$ cat config.mk
export PLATFORM = sky130hd
export DESIGN_NAME = iro_freq_meter
export DESIGN_NICKNAME = d
export VERILOG_FILES = /design/src/rtl/iro_freq_meter.sv
export SDC_FILE = /design/constraint.sdc
export NUM_CORES = 1
export LEC_CHECK = 0
export ABC_AREA = 1
export CORE_MARGIN = 4
export CORE_UTILIZATION = 41
export CTS_CLUSTER_DIAMETER = 100
export CTS_CLUSTER_SIZE = 12
export DETAILED_ROUTE_END_ITERATION = 6
export PLACE_DENSITY_LB_ADDON = 0.15
export REMOVE_ABC_BUFFERS = 1
export SYNTH_ARGS = -nofsm -noshare
export SYNTH_HDL_FRONTEND = slang
export SYNTH_SLANG_ARGS = --single-unit
$ cat constraint.sdc
create_clock -name clk -period 1.5 [get_ports clk]
set_input_delay 0.375 -clock clk [delete_from_list [all_inputs] [get_ports clk]]
set_output_delay 0.375 -clock clk [all_outputs]
set_load 0.01 [all_outputs]
$ cat src/rtl/iro_freq_meter.sv
// Gated rising-edge counter for the ring-oscillator phase bus, used to measure its frequency on-chip.
// Optional phase snapshot enabled with `define IRO_FREQ_METER_SNAPSHOT_EN.
`timescale 1ns/1ps
module iro_freq_meter #(
    parameter int GATE_W = 16,
    parameter int CNT_W  = 16
) (
    input  logic              clk,
    input  logic              rst,
    input  logic [15:0]       phases,
    input  logic              start,
    input  logic [GATE_W-1:0] gate_cycles,
    output logic              busy,
    output logic              done,
    output logic [CNT_W-1:0]  count,
    output logic              overflow,
    output logic [15:0]       snapshot
);

`ifdef IRO_FREQ_METER_SNAPSHOT_EN
    localparam int SYNC_W = 16;
`else
    localparam int SYNC_W = 1;
`endif

    typedef enum logic [1:0] {IDLE, ARM, GATE, DONE} state_t;

    state_t              state_q;
    logic                armCnt_q;
    logic [GATE_W-1:0]   winCnt_q;
    logic [CNT_W-1:0]    count_q;
    logic                overflow_q;
    logic                busy_q;
    logic                done_q;
    logic [SYNC_W-1:0]   s1_q;
    logic [SYNC_W-1:0]   s2_q;
    logic                s3_q;

    logic                rise;
    logic                toDone;
    logic [CNT_W-1:0]    count_d;
    logic                overflow_d;

    // Two-flop synchroniser plus one extra stage of bit 0 for edge detection
    always_ff @(posedge clk or posedge rst) begin
        if (rst) begin
            s1_q <= '0;
            s2_q <= '0;
            s3_q <= 1'b0;
        end else begin
            s1_q <= phases[SYNC_W-1:0];
            s2_q <= s1_q;
            s3_q <= s2_q[0];
        end
    end

    assign rise   = s2_q[0] & ~s3_q;
    assign toDone = ((state_q == ARM) && armCnt_q && (winCnt_q == '0)) ||
                    ((state_q == GATE) && (winCnt_q == GATE_W'(1)));

    // Saturating accumulate: a rise on an all-ones count only flags overflow
    always_comb begin
        count_d    = count_q;
        overflow_d = overflow_q;
        if (rise) begin
            if (&count_q) begin
                overflow_d = 1'b1;
            end else begin
                count_d = count_q + CNT_W'(1);
            end
        end
    end

    always_ff @(posedge clk or posedge rst) begin
        if (rst) begin
            state_q    <= IDLE;
            armCnt_q   <= 1'b0;
            winCnt_q   <= '0;
            count_q    <= '0;
            overflow_q <= 1'b0;
            busy_q     <= 1'b0;
            done_q     <= 1'b0;
        end else begin
            done_q <= toDone;
            case (state_q)
                IDLE: begin
                    if (start) begin
                        winCnt_q   <= gate_cycles;
                        count_q    <= '0;
                        overflow_q <= 1'b0;
                        armCnt_q   <= 1'b0;
                        busy_q     <= 1'b1;
                        state_q    <= ARM;
                    end
                end
                ARM: begin
                    armCnt_q <= 1'b1;
                    if (armCnt_q) begin
                        state_q <= (winCnt_q == '0) ? DONE : GATE;
                    end
                end
                GATE: begin
                    winCnt_q   <= winCnt_q - GATE_W'(1);
                    count_q    <= count_d;
                    overflow_q <= overflow_d;
                    if (winCnt_q == GATE_W'(1)) begin
                        state_q <= DONE;
                    end
                end
                DONE: begin
                    busy_q  <= 1'b0;
                    state_q <= IDLE;
                end
                default: state_q <= IDLE;
            endcase
        end
    end

`ifdef IRO_FREQ_METER_SNAPSHOT_EN
    logic [15:0] snapshot_q;

    // Captured on the edge into DONE so the word is visible alongside done
    always_ff @(posedge clk or posedge rst) begin
        if (rst) begin
            snapshot_q <= '0;
        end else if (toDone) begin
            snapshot_q <= s2_q;
        end
    end

    assign snapshot = snapshot_q;
`else
    logic unused_phases;
    assign unused_phases = ^phases[15:1];
    assign snapshot      = 16'h0000;
`endif

    assign busy     = busy_q;
    assign done     = done_q;
    assign count    = count_q;
    assign overflow = overflow_q;

endmodule

Word level (Yosys, flattened, before mapping)
Cells that the tools add are included.
{"block": "op_classes", "mux": 18, "add_sub_neg": 2, "n_eq_ne": 10, "bitwise": 2, "n_reduce_logical": 16}
{"operator": "two-way mux 16 bit", "n": 4}
{"operator": "one-hot mux 16 bit (2 select lines)", "n": 2}
{"operator": "adder 16 x 1 -> 16 bit, second input constant", "n": 1}
{"operator": "equality test 16 x 1 -> 1 bit, second input constant", "n": 1}
{"operator": "logical NOT 16 bit", "n": 1}
{"operator": "AND reduction 16 bit", "n": 1}
{"operator": "subtractor 16 x 1 -> 16 bit, second input constant", "n": 1}
{"operator": "!= test 2 bit, second input constant", "n": 4}
{"operator": "one-hot mux 2 bit (4 select lines)", "n": 1}
{"operator": "AND reduction 4 bit", "n": 2}
{"operator": "two-way mux 2 bit", "n": 3}
{"operator": "one-hot mux 1 bit (2 select lines)", "n": 3}
{"operator": "AND reduction 2 bit", "n": 3}
{"operator": "nonzero test 2 bit", "n": 3}
{"operator": "two-way mux 1 bit", "n": 5}
{"operator": "equality test 2 bit, second input constant", "n": 2}
{"operator": "!= test 2 x 1 -> 1 bit, second input constant", "n": 2}
{"operator": "logical AND 1 bit", "n": 3}
{"operator": "AND reduction 3 bit", "n": 1}
{"operator": "equality test 2 x 1 -> 1 bit, second input constant", "n": 1}
{"operator": "logical NOT 2 bit", "n": 1}
{"operator": "bitwise AND 1 bit", "n": 1}
{"operator": "logical OR 1 bit", "n": 1}
{"operator": "inverter 1 bit", "n": 1}
{"block": "totals", "output_inout_bits": 35, "word_cells": 58, "reg_bits": 41, "input_bits": 35}

Longest topological paths before layout
Gate-level depths: netlist of the first run.
{"block": "logic_depth", "depth_word": 4, "ltp_mapped": 11, "depth_no_buf": 10}

Least setup slack after synthesis of the first run
No wires, ideal clock.
{"block": "synth_timing", "kind": "reg-to-reg", "start": "reg state_q[0]", "end": "reg count_q[4], in the netlist count[4]", "path_buffers": 2, "slack_ns": -0.129, "setup_ns": 0.123, "t_required_ns": 1.377, "stages_incl_launch_ff": 12, "period_less_slack_ns": 1.629, "arrival_time_ns": 1.506, "cell_sequence": "dfrtp_1 inv_1 ha_1 buf_4 inv_2 o21ai_2 inv_2 nor2_4 nand2_4 buf_6 nand2_1 o21ai_2"}
{"block": "synth_via", "elab_chain_cells": 3, "word_cells_on_any_way": 8, "classes_between": "eq/ne: 4; mux: 1; reduce/logical: 3"}
{"item": "start: declaration", "line": "28", "source": "state_t state_q;"}
{"item": "start signal: assignment", "line": "99", "source": "state_q <= (winCnt_q == '0) ? DONE : GATE;"}
{"item": "equality test 2 bit or logical NOT 2 bit (tied branches)", "line": "85", "source": "case (state_q)"}
{"item": "!= test 2 bit (no source line) or nonzero test 2 bit (tied branches)"}
{"item": "AND reduction 4 bit (no source line)"}
{"item": "end signal: assignment", "line": "104", "source": "count_q <= count_d;"}
{"item": "end: declaration", "line": "31", "source": "logic [CNT_W-1:0] count_q;"}
Parallel ways exist; a longest one is shown, timed or not.
A chain may end at the register's enable or synchronous reset.

Worst setup path after layout of the first run
{"block": "layout_timing", "start": "reg state_q[0]", "end": "reg count_q[2], in the netlist count[2]"}
Same word-level chain as after synthesis.

==> impl_metrics.ini, run 1 <==
[detailed_routing]
wirelength_um = 7150
dr.pass1.iters = 4
drc = 0
viasPerCell = 4.77
vias = 2798
wl_per_cell_um = 12.2
ant_nets = 0
drt_iter0_markers = 95

[synthesis]
synth-seq-area-share_pct = 35.8
ys_ff_latch = 41
ys_types = 30
yosys_warnings = 0
netlist_area_um2 = 2860
syn_inst = 404
postSynthAreaPerCell_um2 = 7.09

[cells_and_area]
final_cell_mix = 84 x nand2_1, 45 x buf_4, 44 x nor2_1, 43 x inv_1, 40 x dfrtp_1
area_growth_pct = 40.5
finalNonFillerCells = 587
nets = 533
final_common_cell = nand2_1
drive_gt1_share_pct = 27.7
antennaDiodeCount = 0

[floorplan]
io_pins = 70
dieArea_um2 = 8380
core-area_um2 = 6790
die_height_um = 91.6
fp-row-count = 30
fp.dieW_um = 91.6
start_util_pct = 42.1

[sta]
skew_ns = 0.00399
final-max-slew-violation-count = 0
rsz0062_at_grt = true
report.final.setup_viol = 15
fin_crit_ns = 1.57
finalHoldViolations = 0
period_share_pct = 104
fmax_mhz = 638
final.setup.worst_slack_ns = -0.0665

[placement]
dp.cells = 567
place_congestion = 0.781
hpwl_um = 4970
portBuffers = 38

[global_route]
antenna_found_initial = 0
grt_pass1_vias = 2763
grt_overflow = 0
grt_max_degree = 42
grt_pass1_wl_um = 12100
track_usage_pct = 17.6

[critical_path]
crit_type = flop to flop
critical_path_peak_fanout = 8
required_ns = 1.70
end_kind = flop
worstPathArrival_ns = 1.77
crit_path_start_kind = flop

[power_and_ir_drop]
max-vdd-ir-drop_mv = 0.837
power_mw = 6.34
powerDensity_nw_per_um2 = 1580
power.leakage_nw = 1.93

[cts]
clkLatencyLatePin_ns = 0.30
cts_tree = yes
clock_sinks = 41
clkTransAtPathRegs_ns = 0.08
ctsLongestPathBuffers = 2
cts_buffers = 5
cts_root_buffer = clkbuf_8
htreeDepth = 2

[status]
violations = negative setup slack
status = finished with violations

[job]
drv_cap = 0

[hold_path]
hold_path.class = flop to flop
## state kept, by name (all words and copies together), names as in the netlist
register,cells
state_q,2
s3_q,1
busy,1
s2_q,1
overflow,1
count,16
armCnt_q,1
winCnt_q,16
done,1
s1_q,1
## per-layer routing
layer | vias up | track usage, % | part of all wire [%]
met2 | 56 | 32.8 | 52
met4 | 0 | 5.40 | 1.2
met3 | 11 | 3.65 | 4.3
met5 | - | 0 | 0
met1 | 1297 | 19.7 | 42
li1 | 1434 | - | -
## power breakdown
group	switching (mW)	internal, mW	total [mW]
sequential	0.283	1.43	1.72
clock	0.413	0.416	0.829
combinational	2.14	1.66	3.80
## cell type report
type                            instances  area [um2]
Multi-Input combinational cell        302        1740
Clock buffer                            7        96.3
Tap cell                               96         120
Fill cell                             649        2770
Sequential cell                        41        1030
Timing Repair Buffer                   92         856
Inverter                               48         183
Clock inverter                          1        5.00
## cell families after synthesis
| logic type | after synthesis | synth area share [%] |
|---|---|---|
| simple gates | 210 | 31.9 |
| buf+inv | 76 | 13.4 |
| compound gates | 64 | 14.0 |
| flops | 41 | 35.8 |
| fa+ha+maj | 8 | 3.50 |
| xor+xnor | 4 | 1.22 |
| other cells | 1 | 0.131 |
## metrics by stage
stage | TNS (ns) | cell area (um2) | hold slack [ns] | utilization (%) | worst slack, ns
after floorplan | -44.08 | 2720 | 0.331 | - | -1.52
after global placement | -4.81 | 3570 | 0.337 | 52.5 | -0.207
after detailed placement | -5.55 | 3570 | 0.338 | 52.5 | -0.232
after CTS | -1.68 | 3940 | 0.365 | 58.0 | -0.130
after global routing | -2.64 | 4020 | 0.378 | 59.2 | -0.147
final | -0.762 | 4020 | 0.354 | 59.2 | -0.0665
## repair_timing
action                                  CTS  global route
gates cloned                              2             0
pin swaps                                 6            12
gates resized for setup                  70            33
hold endpoints to repair                  0             0
endpoints found under the setup margin   43            41
setup buffers                            11             0
hold buffers                              0             0
## worst paths after layout
path	from	to	slack (ns)	cells past startpoint
max	state_q[0]$_DFFE_PP0P_	count[2]$_DFFE_PP0P_	-0.07	10
min	s1_q$_DFF_PP0_	s2_q$_DFF_PP0_	0.35	0
max reg2reg	state_q[0]$_DFFE_PP0P_	count[2]$_DFFE_PP0P_	-0.07	10
min reg2reg	s1_q$_DFF_PP0_	s2_q$_DFF_PP0_	0.35	0
max in group asynchronous	rst	winCnt_q[3]$_DFFE_PP0P_	0.87	3
min in group asynchronous	rst	s1_q$_DFF_PP0_	0.42	3
## critical path, cell delays in order (launching register included)
cell and delay [ns]:
dfrtp_1 0.39, inv_2 0.11, ha_4 0.17, inv_4 0.04
o21ai_4 0.12, inv_2 0.07, nor2_4 0.15, nand2_8 0.12
buf_12 0.17, nand2_4 0.06, o21ai_2 0.04
## cells in the mapped netlist
| cell | number | area share, % |
|---|---|---|
| buf_4 | 17 | 4.5 |
| or2_2 | 3 | 0.66 |
| buf_6 | 2 | 0.79 |
| a21oi_1 | 9 | 1.6 |
| clkbuf_1 | 6 | 0.79 |
| a21boi_0 | 1 | 0.26 |
| dfrtp_1 | 41 | 36 |
| nand2_2 | 2 | 0.44 |
| conb_1 | 1 | 0.13 |
| nor3_1 | 3 | 0.52 |
| a22oi_1 | 2 | 0.52 |
| nand3_1 | 36 | 6.3 |
| inv_1 | 45 | 5.9 |
| inv_2 | 3 | 0.39 |
| o21ai_0 | 29 | 5.1 |
| buf_2 | 2 | 0.35 |
| buf_12 | 1 | 0.70 |
| nor2_1 | 50 | 6.6 |
| nand2_1 | 104 | 14 |
| ha_1 | 8 | 3.5 |
| nand2_4 | 2 | 0.79 |
| xor2_1 | 4 | 1.2 |
| nor2_4 | 4 | 1.6 |
| nand3_2 | 1 | 0.35 |
| o21bai_1 | 3 | 0.79 |
| o211ai_1 | 2 | 0.52 |
| o21a_1 | 1 | 0.26 |
| o21ai_2 | 15 | 4.6 |
| nand4_1 | 5 | 1.1 |
| o22ai_1 | 2 | 0.44 |
(Power assumes the default switching activity.)
==> run 2: changes to the inputs <==
- CORE_UTILIZATION: 41 -> 27
==> impl_metrics.ini, run 2 (synthesized netlist as in run 1, its figures left out) <==
[status]
status = finished with violations
violations = negative setup slack

[detailed_routing]
ant_nets = 0
dr.pass1.iters = 4
drt_iter0_markers = 99
wirelength_um = 7620
wl_per_cell_um = 12.1
vias = 2760
drc = 0
viasPerCell = 4.37

[cts]
cts_root_buffer = clkbuf_8
clock_sinks = 41
clkLatencyLatePin_ns = 0.30
cts_buffers = 5
ctsLongestPathBuffers = 2
htreeDepth = 2
cts_hold_buffers = 0
clkTransAtPathRegs_ns = 0.09
cts_tree = yes

[global_route]
track_usage_pct = 11.8
grt_pass1_vias = 2669
antenna_found_initial = 0
grt_overflow = 0
grt_max_degree = 42
grt_pass1_wl_um = 12200

[critical_path]
crit_path_start = state_q[0]$_DFFE_PP0P_
r2r_cells = 10
required_ns = 1.69
worstPathArrival_ns = 1.70
r2r-start = state_q[0]$_DFFE_PP0P_
crit_type = flop to flop
critPathCapture = count[15]$_DFFE_PP0P_
ff2ff_setup_slack_ns = -0.01
crit_path_start_kind = flop
end_kind = flop
rr_endpoint = count[15]$_DFFE_PP0P_
critical_path_peak_fanout = 10

[placement]
dp_slack_ns = -0.227
hpwl_um = 5360
portBuffers = 38
place_congestion = 0.781
placed_area_um2 = 3630

[cells_and_area]
finalInstanceArea_um2 = 4000
final_common_cell = nand2_1
antennaDiodeCount = 0
fill_cells = 1099
drive_gt1_share_pct = 25.9
final_cell_mix = 95 x nand2_1, 51 x buf_4, 44 x nor2_1, 41 x inv_1, 40 x dfrtp_1
nets = 537
area_growth_pct = 39.6
fin_util_pct = 38.7

[sta]
report.final.setup_viol = 1
final-max-slew-violation-count = 0
skew_ns = 0.0105
final.setup.worst_slack_ns = -0.0119
finalHoldViolations = 0
period_share_pct = 101
fin_crit_ns = 1.51
rsz0062_at_grt = true
fmax_mhz = 661

[floorplan]
core-area_um2 = 10300
fp.dieW_um = 111
start_util_pct = 27.7
dieArea_um2 = 12300
fp-row-count = 37
die_height_um = 111
io_pins = 70

[power_and_ir_drop]
max-vdd-ir-drop_mv = 0.755
power.leakage_nw = 1.90
powerDensity_nw_per_um2 = 1540

[job]
drv_cap = 0

[hold_path]
hold_path.class = flop to flop
## run 2: changes by cell type in the layout (fill, tap and decap cells not counted), moves of 2 or more
cell           change
nand2_4            -9
buf_16             -2
clkbuf_2           +2
inv_1              -2
o21ai_1            -2
clkbuf_16          +2
a21oi_1            +2
buf_4              +6
dlygate4sd2_1      -4
buf_6              -2
o21ai_0            +3
nand2_1           +11
## run 2: routing by layer
metal	GRT usage (%)	share of wire [%]	vias to the layer above
met5	0	0	-
met4	2.96	0.85	0
met3	2.46	4.3	6
met2	21.9	49	50
met1	13.8	45	1264
li1	-	-	1440
## run 2: where the power goes
group          switching, mW  leakage (nW)  internal (mW)
registers              0.277         0.522           1.43
clock network          0.438        0.0574          0.542
logic                   1.97          1.32           1.50
## run 2: stage by stage
stage          hold slack (ns)  TNS (ns)  total power [mW]  cells
2_1_floorplan            0.331    -44.08              3.45    391
3_5_place_dp             0.342     -5.53              4.77    607
5_1_grt                  0.361     -1.17              6.70    631
3_3_place_gp             0.339     -5.41              4.75    607
6_report                 0.347   -0.0119              6.15    631
4_1_cts                  0.357   -0.0141              5.89    627
## run 2: cell type report
cell class,instances,area (um2),area share [%]
flip-flops and latches,41,1030,25.7
repair buffers,96,878,22.0
multi-input cells,302,1620,40.5
clock buffers,6,82.6,2.07
clock inverters,2,37.5,0.940
inverters,48,183,4.57
well taps,136,170,4.26
## run 2: what timing repair did
| item | 4_1_cts | 5_1_grt |
|---|---|---|
| gates cloned | 0 | 2 |
| pin swaps | 0 | 2 |
| gates resized for setup | 40 | 34 |
| endpoints found under the hold margin | 0 | 0 |
| endpoints found under the setup margin | 41 | 37 |
| setup buffers | 12 | 2 |
## run 2: critical path, cell delays in order (launching register included)
cell and delay (ns):
dfrtp_1 0.39, inv_2 0.11, ha_4 0.16, inv_4 0.05
o21ai_4 0.15, inv_2 0.07, nor2_4 0.11, nand2_4 0.10
buf_12 0.15, nand2_1 0.05, o21ai_0 0.07
## run 2: worst min-delay path by stage
stage	from	to	depth (start not counted)
finish	s1_q$_DFF_PP0_	s2_q$_DFF_PP0_	0
global route	s1_q$_DFF_PP0_	s2_q$_DFF_PP0_	0
CTS	s1_q$_DFF_PP0_	s2_q$_DFF_PP0_	0
detailed placement	s1_q$_DFF_PP0_	s2_q$_DFF_PP0_	0
global placement	s1_q$_DFF_PP0_	s2_q$_DFF_PP0_	0
floorplan	s1_q$_DFF_PP0_	s2_q$_DFF_PP0_	0
